[config.mk]
export PLATFORM = sky130hd
export DESIGN_NAME = line_follow_ctrl
export DESIGN_NICKNAME = d
export VERILOG_FILES = /design/src/rtl/line_follow_ctrl.sv
export SDC_FILE = /design/constraint.sdc
export NUM_CORES = 1
export LEC_CHECK = 0
export CORE_MARGIN = 8
export CORE_UTILIZATION = 55
export DETAILED_ROUTE_END_ITERATION = 7
export PLACE_DENSITY = 0.76
export SLEW_MARGIN = 20
export SYNTH_ARGS = -nofsm -noshare
export SYNTH_HDL_FRONTEND = slang
export SYNTH_SLANG_ARGS = --single-unit
[constraint.sdc]
create_clock -name clk -period 2.65 [get_ports clk]
set_input_delay 0.795 -clock clk [delete_from_list [all_inputs] [get_ports clk]]
set_output_delay 0.795 -clock clk [all_outputs]
set_load 0.005 [all_outputs]
[src/rtl/line_follow_ctrl.sv]
// line_follow_ctrl: line-following drive controller for the rover.
// Conditions the raw sensor, proximity and stop inputs, decodes the line position,
// runs the drive state machine, and gates the motor enables with a PWM speed signal.
module line_follow_ctrl #(
    parameter int NSENS     = 3,
    parameter int DEB_CYC   = 4,
    parameter int LOST_TO   = 1000,
    parameter int OBST_HOLD = 500,
    parameter int PWM_BITS  = 8
) (
    input  logic                clk,
    input  logic                rst_n,
    input  logic [NSENS-1:0]    induct,
    input  logic                proxim,
    input  logic                red,
    input  logic [PWM_BITS-1:0] duty,
    output logic [3:0]          motor_in,
    output logic [1:0]          motor_en,
    output logic [2:0]          state
);

    typedef enum logic [2:0] {
        ST_IDLE     = 3'd0,
        ST_FOLLOW   = 3'd1,
        ST_TURN_L   = 3'd2,
        ST_TURN_R   = 3'd3,
        ST_SEARCH   = 3'd4,
        ST_OBSTACLE = 3'd5,
        ST_HALT     = 3'd6
    } state_t;

    // All conditioned inputs share one vector: {red, proxim, induct}
    localparam int NIN = NSENS + 2;
    localparam logic [NIN-1:0] IN_IDLE = {2'b00, {NSENS{1'b1}}};
    localparam int C  = NSENS / 2;
    localparam int DW = $clog2(DEB_CYC + 1);
    localparam int LW = (LOST_TO > 1) ? $clog2(LOST_TO) : 1;
    localparam int HW = (OBST_HOLD > 1) ? $clog2(OBST_HOLD) : 1;
    localparam logic [DW-1:0] DEB_LAST  = DW'(DEB_CYC - 1);
    localparam logic [LW-1:0] LOST_LAST = LW'(LOST_TO - 1);
    localparam logic [HW-1:0] HOLD_LAST = HW'(OBST_HOLD - 1);

    localparam logic [3:0] PAT_FWD  = 4'b0101;
    localparam logic [3:0] PAT_PIVL = 4'b1001;
    localparam logic [3:0] PAT_PIVR = 4'b0110;
    localparam logic [3:0] PAT_STOP = 4'b0000;

    logic [NIN-1:0]      raw_in;
    logic [NIN-1:0]      sync_a;
    logic [NIN-1:0]      sync_b;
    logic [NIN-1:0]      filt;
    logic [DW-1:0]       deb_cnt [NIN];

    logic [NSENS-1:0]    act;
    logic                f_proxim;
    logic                f_red;
    logic                any_l;
    logic                any_r;
    logic                mid;
    state_t              dec_state;

    state_t              state_q;
    state_t              next_state;
    logic                last_dir;
    logic [LW-1:0]       lost_cnt;
    logic [HW-1:0]       hold_cnt;
    logic [PWM_BITS-1:0] pwm_cnt;
    logic                pwm_on;
    logic [3:0]          motor_next;
    logic [1:0]          en_next;

    assign raw_in   = {red, proxim, induct};
    assign act      = ~filt[NSENS-1:0];
    assign f_proxim = filt[NSENS];
    assign f_red    = filt[NSENS+1];
    assign state    = state_q;

    // Two-flop synchroniser; reset leaves every input at its inactive level
    always_ff @(posedge clk or negedge rst_n) begin
        if (!rst_n) begin
            sync_a <= IN_IDLE;
            sync_b <= IN_IDLE;
        end else begin
            sync_a <= raw_in;
            sync_b <= sync_a;
        end
    end

    // Per-bit debounce: filtered bit follows only after DEB_CYC differing samples in a row
    always_ff @(posedge clk or negedge rst_n) begin
        if (!rst_n) begin
            filt <= IN_IDLE;
            for (int i = 0; i < NIN; i++) deb_cnt[i] <= '0;
        end else begin
            for (int i = 0; i < NIN; i++) begin
                if (sync_b[i] != filt[i]) begin
                    if (deb_cnt[i] == DEB_LAST) begin
                        filt[i]    <= sync_b[i];
                        deb_cnt[i] <= '0;
                    end else begin
                        deb_cnt[i] <= deb_cnt[i] + DW'(1);
                    end
                end else begin
                    deb_cnt[i] <= '0;
                end
            end
        end
    end

    // Line-position decode from the filtered sensor mask
    always_comb begin
        any_l     = 1'b0;
        any_r     = 1'b0;
        mid       = act[C];
        dec_state = ST_SEARCH;
        for (int i = 0; i < NSENS; i++) begin
            if (i < C)      any_l = any_l | act[i];
            else if (i > C) any_r = any_r | act[i];
        end
        if (act == '0)                 dec_state = ST_SEARCH;
        else if (mid || (any_l && any_r)) dec_state = ST_FOLLOW;
        else if (any_l)                dec_state = ST_TURN_L;
        else                           dec_state = ST_TURN_R;
    end

    // Next-state logic: stop beats obstacle beats the per-state rules
    always_comb begin
        next_state = state_q;
        if (f_red) begin
            next_state = ST_IDLE;
        end else if (f_proxim && (state_q == ST_FOLLOW || state_q == ST_TURN_L ||
                                  state_q == ST_TURN_R || state_q == ST_SEARCH)) begin
            next_state = ST_OBSTACLE;
        end else begin
            case (state_q)
                ST_IDLE:   next_state = ST_FOLLOW;
                ST_FOLLOW,
                ST_TURN_L,
                ST_TURN_R: next_state = dec_state;
                ST_SEARCH: begin
                    if (dec_state != ST_SEARCH)  next_state = dec_state;
                    else if (lost_cnt == LOST_LAST) next_state = ST_HALT;
                end
                ST_OBSTACLE: begin
                    if (!f_proxim && hold_cnt == HOLD_LAST) next_state = dec_state;
                end
                ST_HALT:   next_state = ST_HALT;
                default:   next_state = ST_IDLE;
            endcase
        end
    end

    // Drive pattern and PWM-gated enables for the state being entered
    always_comb begin
        pwm_on     = (pwm_cnt < duty) || (&duty);
        motor_next = PAT_STOP;
        en_next    = 2'b00;
        case (next_state)
            ST_FOLLOW: begin motor_next = PAT_FWD;  en_next = {2{pwm_on}}; end
            ST_TURN_L: begin motor_next = PAT_PIVL; en_next = {2{pwm_on}}; end
            ST_TURN_R: begin motor_next = PAT_PIVR; en_next = {2{pwm_on}}; end
            ST_SEARCH: begin
                motor_next = last_dir ? PAT_PIVR : PAT_PIVL;
                en_next    = {2{pwm_on}};
            end
            default: begin motor_next = PAT_STOP; en_next = 2'b00; end
        endcase
    end

    // State, drive outputs and remembered turn direction (0 = left) update together
    always_ff @(posedge clk or negedge rst_n) begin
        if (!rst_n) begin
            state_q  <= ST_IDLE;
            motor_in <= PAT_STOP;
            motor_en <= 2'b00;
            last_dir <= 1'b0;
        end else begin
            state_q  <= next_state;
            motor_in <= motor_next;
            motor_en <= en_next;
            if (next_state == ST_TURN_L)      last_dir <= 1'b0;
            else if (next_state == ST_TURN_R) last_dir <= 1'b1;
        end
    end

    // Lost-line and obstacle hold-off counters; both saturate at their limit
    always_ff @(posedge clk or negedge rst_n) begin
        if (!rst_n) begin
            lost_cnt <= '0;
            hold_cnt <= '0;
        end else begin
            if (next_state == ST_SEARCH && state_q != ST_SEARCH)
                lost_cnt <= '0;
            else if (state_q == ST_SEARCH && lost_cnt != LOST_LAST)
                lost_cnt <= lost_cnt + LW'(1);

            if (next_state == ST_OBSTACLE && state_q != ST_OBSTACLE)
                hold_cnt <= '0;
            else if (state_q == ST_OBSTACLE) begin
                if (f_proxim)                   hold_cnt <= '0;
                else if (hold_cnt != HOLD_LAST) hold_cnt <= hold_cnt + HW'(1);
            end
        end
    end

    // Free-running PWM counter, wraps naturally at its width
    always_ff @(posedge clk or negedge rst_n) begin
        if (!rst_n) pwm_cnt <= '0;
        else        pwm_cnt <= pwm_cnt + PWM_BITS'(1);
    end

endmodule

# Word level (Yosys, flattened, before mapping)
# Cells that the tools add are included.
[word_totals] regBits=67 input_bits=15 output_inout_bits=9 elab_cells=114
[classes] add_sub_neg=8 order_cmp=1 n_eq_ne=28 muxes=30 n_bitwise=1 n_reduce_logical=27
[ops] cell="$mux W3" count=16
[ops] cell="$mux W9" count=4
[ops] cell="$eq A3 B2 Y1 const B" count=9
[ops] cell="$mux W10" count=2
[ops] cell="$pmux W4 S4" count=1
[ops] cell="$add A3 B1 Y3 const B" count=5
[ops] cell="$eq A3 B3 Y1 const B" count=5
[ops] cell="$pmux W3 S5" count=1
[ops] cell="$reduce_and A2 Y1" count=6
[ops] cell="$add A10 B1 Y10 const B" count=1
[ops] cell="$eq A10 B10 Y1 const B" count=1
[ops] cell="$ne A10 B10 Y1 const B" count=1
[ops] cell="$add A9 B1 Y9 const B" count=1
[ops] cell="$eq A9 B9 Y1 const B" count=1
[ops] cell="$ne A3 B3 Y1 const B" count=3
[ops] cell="$ne A9 B9 Y1 const B" count=1
[ops] cell="$add A8 B1 Y8 const B" count=1
[ops] cell="$lt A8 B8 Y1" count=1
[ops] cell="$reduce_and A8 Y1" count=1
[ops] cell="$eq A3 B1 Y1 const B" count=2
[ops] cell="$logic_and A1 B1 Y1" count=6
[ops] cell="$logic_not A3 Y1" count=2
[ops] cell="$reduce_bool A2 Y1" count=3
[ops] cell="$logic_or A1 B1 Y1" count=5
[ops] cell="9 further kinds" count=16

# Depth between registers and ports, before layout
[logic_depth] ltp_word=14 depth_mapped=7 depth_no_buf=7

# Worst setup path before layout
# Ideal clock, no wire load.
[synth_path] kind="flip-flop to flip-flop" start="register hold_cnt[0]" end="register lost_cnt[0]" setup_time_ns=0.131 t_arrival_ns=1.952 required_ns=2.519 path_slack_ns=0.568 path_stages_with_launch=8 n_path_buf=0 period_less_slack_ns=2.082 path_cell_list="dfrtp_1 -> ha_1 -> nor2b_2 -> a31oi_2 -> o21a_1 -> or3b_4 -> nor3_4 -> o21ai_2"
[synth_via] elab_chain_len=9 elab_cells_between_ends=10 classes_between="eq/ne (2); mux (5); reduce/logical (3)"
[synth_lines] element="start, declared" line_no="66" text="logic [HW-1:0] hold_cnt;"
[synth_lines] element="start signal, assigned" line_no="201" text="else if (hold_cnt != HOLD_LAST) hold_cnt <= hold_cnt + HW'(1);"
[synth_lines] element="$eq A9 B9 Y1 *" line_no="145" text="if (!f_proxim && hold_cnt == HOLD_LAST) next_state = dec_state;"
[synth_lines] element="$logic_and A1 B1 Y1 *" line_no="145"
[synth_lines] element="$mux W3 *" line_no="145"
[synth_lines] element="$pmux W3 S5 *" line_no="135" text="case (state_q)"
[synth_lines] element="$mux W3 *" line_no="131" text="end else if (f_proxim && (state_q == ST_FOLLOW || state_q == ST_TURN_L ||"
[synth_lines] element="$mux W3 *" line_no="129" text="if (f_red) begin"
[synth_lines] element="$eq A3 B3 Y1 *" line_no="192" text="if (next_state == ST_SEARCH && state_q != ST_SEARCH)"
[synth_lines] element="$logic_and A1 B1 Y1 *" line_no="192"
[synth_lines] element="$mux W10 / $reduce_bool A2 Y1 (equally long branches)"
[synth_lines] element="end signal, assigned" line_no="195" text="lost_cnt <= lost_cnt + LW'(1);"
[synth_lines] element="end, declared" line_no="65" text="logic [LW-1:0] lost_cnt;"
# Mark *: on every way between the ends. The rest lies on a longest branch, timed or not.
# A chain may end at the register's enable or synchronous reset.

# Worst setup path after layout
[layout_path] start="register state_q[0], in the netlist state[0]" end="output state[0]"
[layout_rtl] element="start, declared" line_no="62" text="state_t state_q;"
[layout_rtl] element="start signal, assigned" line_no="178" text="state_q <= next_state;"
[layout_rtl] element="end, declared" line_no="19" text="output logic [2:0] state"
# No word-level cell between the ends.

==> flow_metrics.tcl <==
set metrics [dict create \
    status "complete, no violations" \
    final_cells 379 \
    finish.instance_area_um2 3610 \
    finalHoldViolCount 0 \
    die_area_um2 8370 \
    postCtsSetupBuffers 0 \
    ctsHoldBuffers 0 \
    layout_worst_path_cycle_share_pct 89.1 \
    start_util_pct 56.9 \
    vias 2046 \
    antennaDiodeCount 0 \
    clockBufferDepth 2 \
    ys_seq_elements 66 \
    synthesis.nets 302 \
    worstHoldPathCells 0 \
    cp_cell_sequence "clkdlybuf4s50_1" \
    cts_root_buf "clkbuf_8" \
    fmax_mhz 424 \
    crit_path_start_kind "flop" \
    crit_path_max_fanout 11 \
    wl_per_cell_um 13.7 \
    drc 0 \
    postSynthCellCount 272 \
    regToRegSetupSlack_ps 350 \
    grt_pass1_vias 2038 \
    place_area_um2 3430 \
    worst_setup_path_end_kind "output port" \
    drt_wl_total_um 5200 \
    cts_buffers 9 \
    leakagePower_nw 1.63 \
    synth-edff-count 0 \
    insertion_delay_ps 330 \
    clock-sinks 66 \
    cts.repair.resized 0 \
    synth_cell_types 58 \
    peakVddDrop_v 0.000576 \
    drtIter0Drc 94 \
    slew_viol_final 0 \
    antenna_found_initial 0 \
    whs_endpoint "sync_b[0]$_DFF_PN1_" \
    drtAntennaViolNets 0 \
    hpwl_um 3750 \
    cp.depth 1 \
    grt_use_total_pct 13.7 \
    path_class "flop to output port" \
    layout-drive-gt1-share_pct 14.7 \
    cp_num_buf_inv 1 \
    timing.rr.end "lost_cnt[8]$_DFFE_PN0P_" \
    hold_path.class "flop to flop" \
    synth_area_leaders "dfrtp_1, dfstp_2, ha_1, xnor2_1, xor2_1" \
    grt_max_degree 31 \
    dr.pass1.iters 5 \
    critPathRequiredTime_ps 1860 \
    io_pins 24 \
    worstPathArrival_ps 1570 \
    max_cap_violations 0 \
    synth_seq_area_share_pct 53.0 \
    rr_worst_depth 7 \
    power.density_nw_per_um2 891 \
    num_rows 27 \
    htreeDepth 3 \
    fin_ws_ps 290 \
    cp_top_family "flip-flops" \
    via_per_inst 5.40 \
    tightest_slew_ps 725 \
    netlist_area_um2 3140 \
    area_growth_syn_to_layout_pct 15.0 \
    place_ws_ps 130 \
    final_nets 332 \
    grt_pass1_wl_um 9280 \
    period_needed_ps 2360 \
    slowest_delay_ps 630 \
    synth_top_area_share_pct 45.5 \
    die_w_um 91.5 \
    async_reset_ff_share_pct 100 \
    cp-startpoint "state[0]$_DFF_PN0_" \
    tns_ps 0 \
    cts_tree "yes" \
    die_h_um 91.5 \
    io_buffers 23 \
    yosys_warnings 0 \
    min_from "sync_a[0]$_DFF_PN1_" \
    synth_area_per_cell_um2 11.5 \
    synth_top_area_cell "dfrtp_1" \
    synthFlopType "dfrtp_1" \
    rr_startpoint "hold_cnt[0]$_DFFE_PN0P_" \
    overflow 0 \
    rsz0062_at_grt "false" \
    gp_congestion 0.803 \
    crit_path_top_delay_cell "dfrtp_1" \
    dp_cells 363 \
    coreArea_um2 5510 \
    finClkSkew_ps 7.92 \
    path_clk_slew_ps 60 \
    relSlewSlack_pct 51.2 \
    final-setup-viol-count 0 \
]
-- cells in the final DEF (no fill, tap or decap), types with 10 or more instances in the layout --
cell type	instances
dfrtp_1	57
xnor2_1	17
nand2_1	19
ha_1	15
clkdlybuf4s50_1	22
nor2_1	23
inv_1	10
nand3_1	12
xor2_1	11
-- cells in the mapped netlist (2+ instances only) --
cell	number
nand3_1	12
dfrtp_1	57
dfstp_2	9
xor2_1	11
nor2_1	23
nand2_1	19
mux2_2	6
a2bb2oi_1	2
inv_1	10
nor2b_1	9
nor3b_1	7
a21oi_1	5
o21ai_2	2
a21o_1	4
nor3_1	7
or2_2	3
o21ai_0	5
buf_6	3
xnor2_1	17
and3_1	4
ha_1	15
nand4_1	6
-- metal layers --
layer / vias to the layer above / share of wire, % / track usage, %
met5: - / 0 / 0
met4: 0 / 2.0 / 6.96
met3: 8 / 5.8 / 4.94
met2: 36 / 45 / 20.7
met1: 992 / 47 / 16.9
li1: 1010 / - / -
-- per-stage QoR --
| step | power [W] | utilization, % | hold WS (ps) |
|---|---|---|---|
| final | 0.00321 | 65.5 | 354 |
| after global routing | 0.00345 | 65.5 | 360 |
| after CTS | 0.00326 | 65.5 | 356 |
| after detailed placement | 0.00245 | 62.3 | 346 |
| after global placement | 0.00241 | 62.3 | 333 |
| after floorplan | 0.00217 | - | 331 |
-- state kept, by name, summed over array words and instances (netlist names) --
| name | count |
|---|---|
| pwm_cnt | 8 |
| motor_en | 1 |
| lost_cnt | 10 |
| sync_a | 5 |
| deb_cnt | 15 |
| state | 3 |
| hold_cnt | 9 |
| sync_b | 5 |
| filt | 5 |
| motor_in | 4 |
| last_dir | 1 |
-- cell type report --
cell class | instances | area [um2]
fillers | 407 | 1900
flip-flops and latches | 66 | 1660
clock buffers | 13 | 139
repair buffers | 25 | 253
multi-input cells | 190 | 1390
clock inverters | 3 | 40.0
well taps | 72 | 90.1
inverters | 10 | 37.5
-- cells by family after synthesis --
group | Yosys count | synth area share [%]
compound gates | 34 | 8.18
xor+xnor | 28 | 7.82
fa+ha+maj | 15 | 5.99
buf+inv | 16 | 2.79
flops | 66 | 53.0
mux | 7 | 2.47
simple gates | 106 | 19.7
-- power by group --
| group | internal (W) | leakage [nW] | switching, W |
|---|---|---|---|
| logic | 0.000487 | 0.705 | 0.000456 |
| registers | 0.00124 | 0.835 | 0.000244 |
| clock network | 0.000433 | 0.0914 | 0.000350 |
| total | 0.00216 | 1.63 | 0.00105 |
-- worst max path at each step --
stage	endpoint	slack, ps
after floorplan	lost_cnt[0]$_DFFE_PN0P_	570
after global placement	motor_en[0]$_DFF_PN0_	170
after detailed placement	motor_en[0]$_DFF_PN0_	130
after CTS	state[0]	270
after global routing	state[0]	180
final	state[0]	290
Note: power is estimated with default switching activity, not from simulation.
==> variant, RTL diff (same settings) <==
The parameter `PWM_BITS` goes from 8 to 10.
--- a/src/rtl/line_follow_ctrl.sv
+++ b/src/rtl/line_follow_ctrl.sv
@@ -7,5 +7,5 @@
     parameter int LOST_TO   = 1000,
     parameter int OBST_HOLD = 500,
-    parameter int PWM_BITS  = 8
+    parameter int PWM_BITS  = 10
 ) (
     input  logic                clk,
Interface: changed (resized duty); port bits go from 24 to 26. No check against the original RTL was run, so the function may have changed too.
==> variant against the original RTL <==
  * Clock power rose by 21%
  * Combinational power rose by 8%
  * First-iteration DRC count did not move
  * Final cell count rose by 4.5%
  * Synthesized area rose by 2.0%
  * Maximum frequency rose by 4.0%
  * Sequential cell count rose by 2
  * Worst setup slack improved by 0.091 ns
  * Routed wire length rose by 7.1%
  * Sequential share of layout area fell by 0.49 points
  * Die area rose by 1.6%
  * Final area rose by 4.1%
  * Total power rose by 7.2%
==> variant: results (changes against the original RTL) <==
- Final Instance Count excl. Fillers: 396 (was 379)
- Asr flop ratio synth: 100.0% (unchanged)
- CP max FO: 10 (was 11)
- Antenna Nets Post-Route: 0 (unchanged)
- Dpl cells: 380 (was 363)
- R2R Path Start: lost_cnt[1]$_DFFE_PN0P_ (was hold_cnt[0]$_DFFE_PN0P_)
- Slowest stage delay, CP: 0.57 ns (was 0.63 ns)
- CTS H-tree depth: 3 (unchanged)
- Clk buf depth: 2 (unchanged)
- Max rail drop VDD: 0.0004727 V (was 0.0005759 V)
- Share of cells above drive strength 1: 12.35% (was 14.66%)
- Yosys Warn Count: 0 (unchanged)
- Setup bufs post-CTS: 0 (unchanged)
- Synth cell types: 47 (was 58)
- Static Leak: 0.001702 uW (was 0.001631 uW)
- Ant. Diodes: 0 (unchanged)
- First-pass GRT wire length: 9798 um (was 9280 um)
- Top delay family on crit path: buffers and inverters (was flip-flops)
- Largest net degree at the start of global routing: 69 (was 31)
- Hold_sp: sync_a[3]$_DFF_PN0_ (was sync_a[0]$_DFF_PN1_)
- Vias in the first global route: 2,115 (was 2,038)
- Worst path slowest cell: clkdlybuf4s50_1 (was dfrtp_1)
- Nets: 353 (was 332)
- Vias per cell: 5.265 (was 5.398)
- Post-DR wirelength/cell: 14.06 um (was 13.73 um)
- Area after DPL: 3531 um^2 (was 3428 um^2)
- Sw Ratio: 32.59% (was 32.68%)
- Dpl hpwl: 3876 um (was 3752 um)
- Post-CTS sizing: 0 (unchanged)
- Initial DRC count: 94 (unchanged)
- Cells after synthesis: 286 (was 272)
- Post-synth top cells: dfrtp_1 (59), nor2_1 (29), nand2_1 (19), xnor2_1 (19), ha_1 (17) (was dfrtp_1 (57), nor2_1 (23), nand2_1 (19))
- Dpl ws: 0.1529 ns (was 0.1300 ns)
- Gp weighted congestion: 0.7857 (was 0.8026)
- Critical Path Source: state[1]$_DFF_PN0_ (was state[0]$_DFF_PN0_)
- Part of the Yosys area used for sequential elements: 53.58% (was 53.03%)
- Ranking of synthesized cells by area: dfrtp_1 (46%), dfstp_2 (7.4%), ha_1 (6.7%) (was dfrtp_1 (45%), dfstp_2 (7.5%), ha_1 (6.0%))
- Status: completed (unchanged)
- Largest regs: deb_cnt x15, lost_cnt x10, pwm_cnt x10 (was deb_cnt x15, lost_cnt x10, hold_cnt x9)
- Drt pass-1 iters: 4 (was 5)
- PortBufs: 25 (was 23)
- Worst-margin pin slew: 0.7582 ns (was 0.7254 ns)
- # fillers: 437 (was 407)
- CTS Root Cell: clkbuf_8 (unchanged)
- Total track usage: 14.43% (was 13.73%)
- Max Clock Skew: 0.007932 ns (was 0.007915 ns)
- Synth Net Count: 320 (was 302)
-- variant: logic make-up after synthesis --
group	synth area share (%)
and+or+nand+nor	19.02
adders and majority gates	6.653
buffers and inverters	3.014
DFF	53.58
AOI/OAI and AO/OA	6.811
xor gates and xnor gates	8.219
muxes	2.700
-- variant: routing by layer --
| layer | vias up | global-route usage (%) | share of wire, % |
|---|---|---|---|
| li1 | 1048 | - | - |
| met1 | 1003 | 17.46 | 47 |
| met2 | 22 | 22.59 | 47 |
| met3 | 12 | 3.993 | 3.2 |
| met4 | 0 | 8.456 | 2.5 |
| met5 | - | 0 | 0 |
-- variant: cell type report --
type / count / area (um^2) / area share, %
clock inverters: 6 / 87.58 / 2.332
well taps: 72 / 90.09 / 2.398
clock buffers: 10 / 137.6 / 3.664
multi-input cells: 196 / 1388 / 36.94
flip-flops and latches: 68 / 1713 / 45.60
repair buffers: 28 / 280.3 / 7.462
inverters: 16 / 60.06 / 1.599
-- variant: path summary, 6_finish.rpt --
path	end	slack [ns]	cells past startpoint
max in group asynchronous	filt[1]$_DFFE_PN1P_	1.87	2
min in group asynchronous	deb_cnt[14]$_DFF_PN0_	0.45	2
min	sync_b[3]$_DFF_PN0_	0.35	0
max reg2reg	motor_in[0]$_DFF_PN0_	0.40	7
max	state[1]	0.38	1
min reg2reg	sync_b[3]$_DFF_PN0_	0.35	0
-- variant: power by group through the flow --
stage	Combinational, uW	Sequential (uW)	Clock (uW)
2_1_floorplan	744	1430	0
3_3_place_gp	998	1480	0
3_5_place_dp	1020	1490	0
4_1_cts	1040	1480	969
5_1_grt	1150	1510	1010
6_report	1020	1470	951
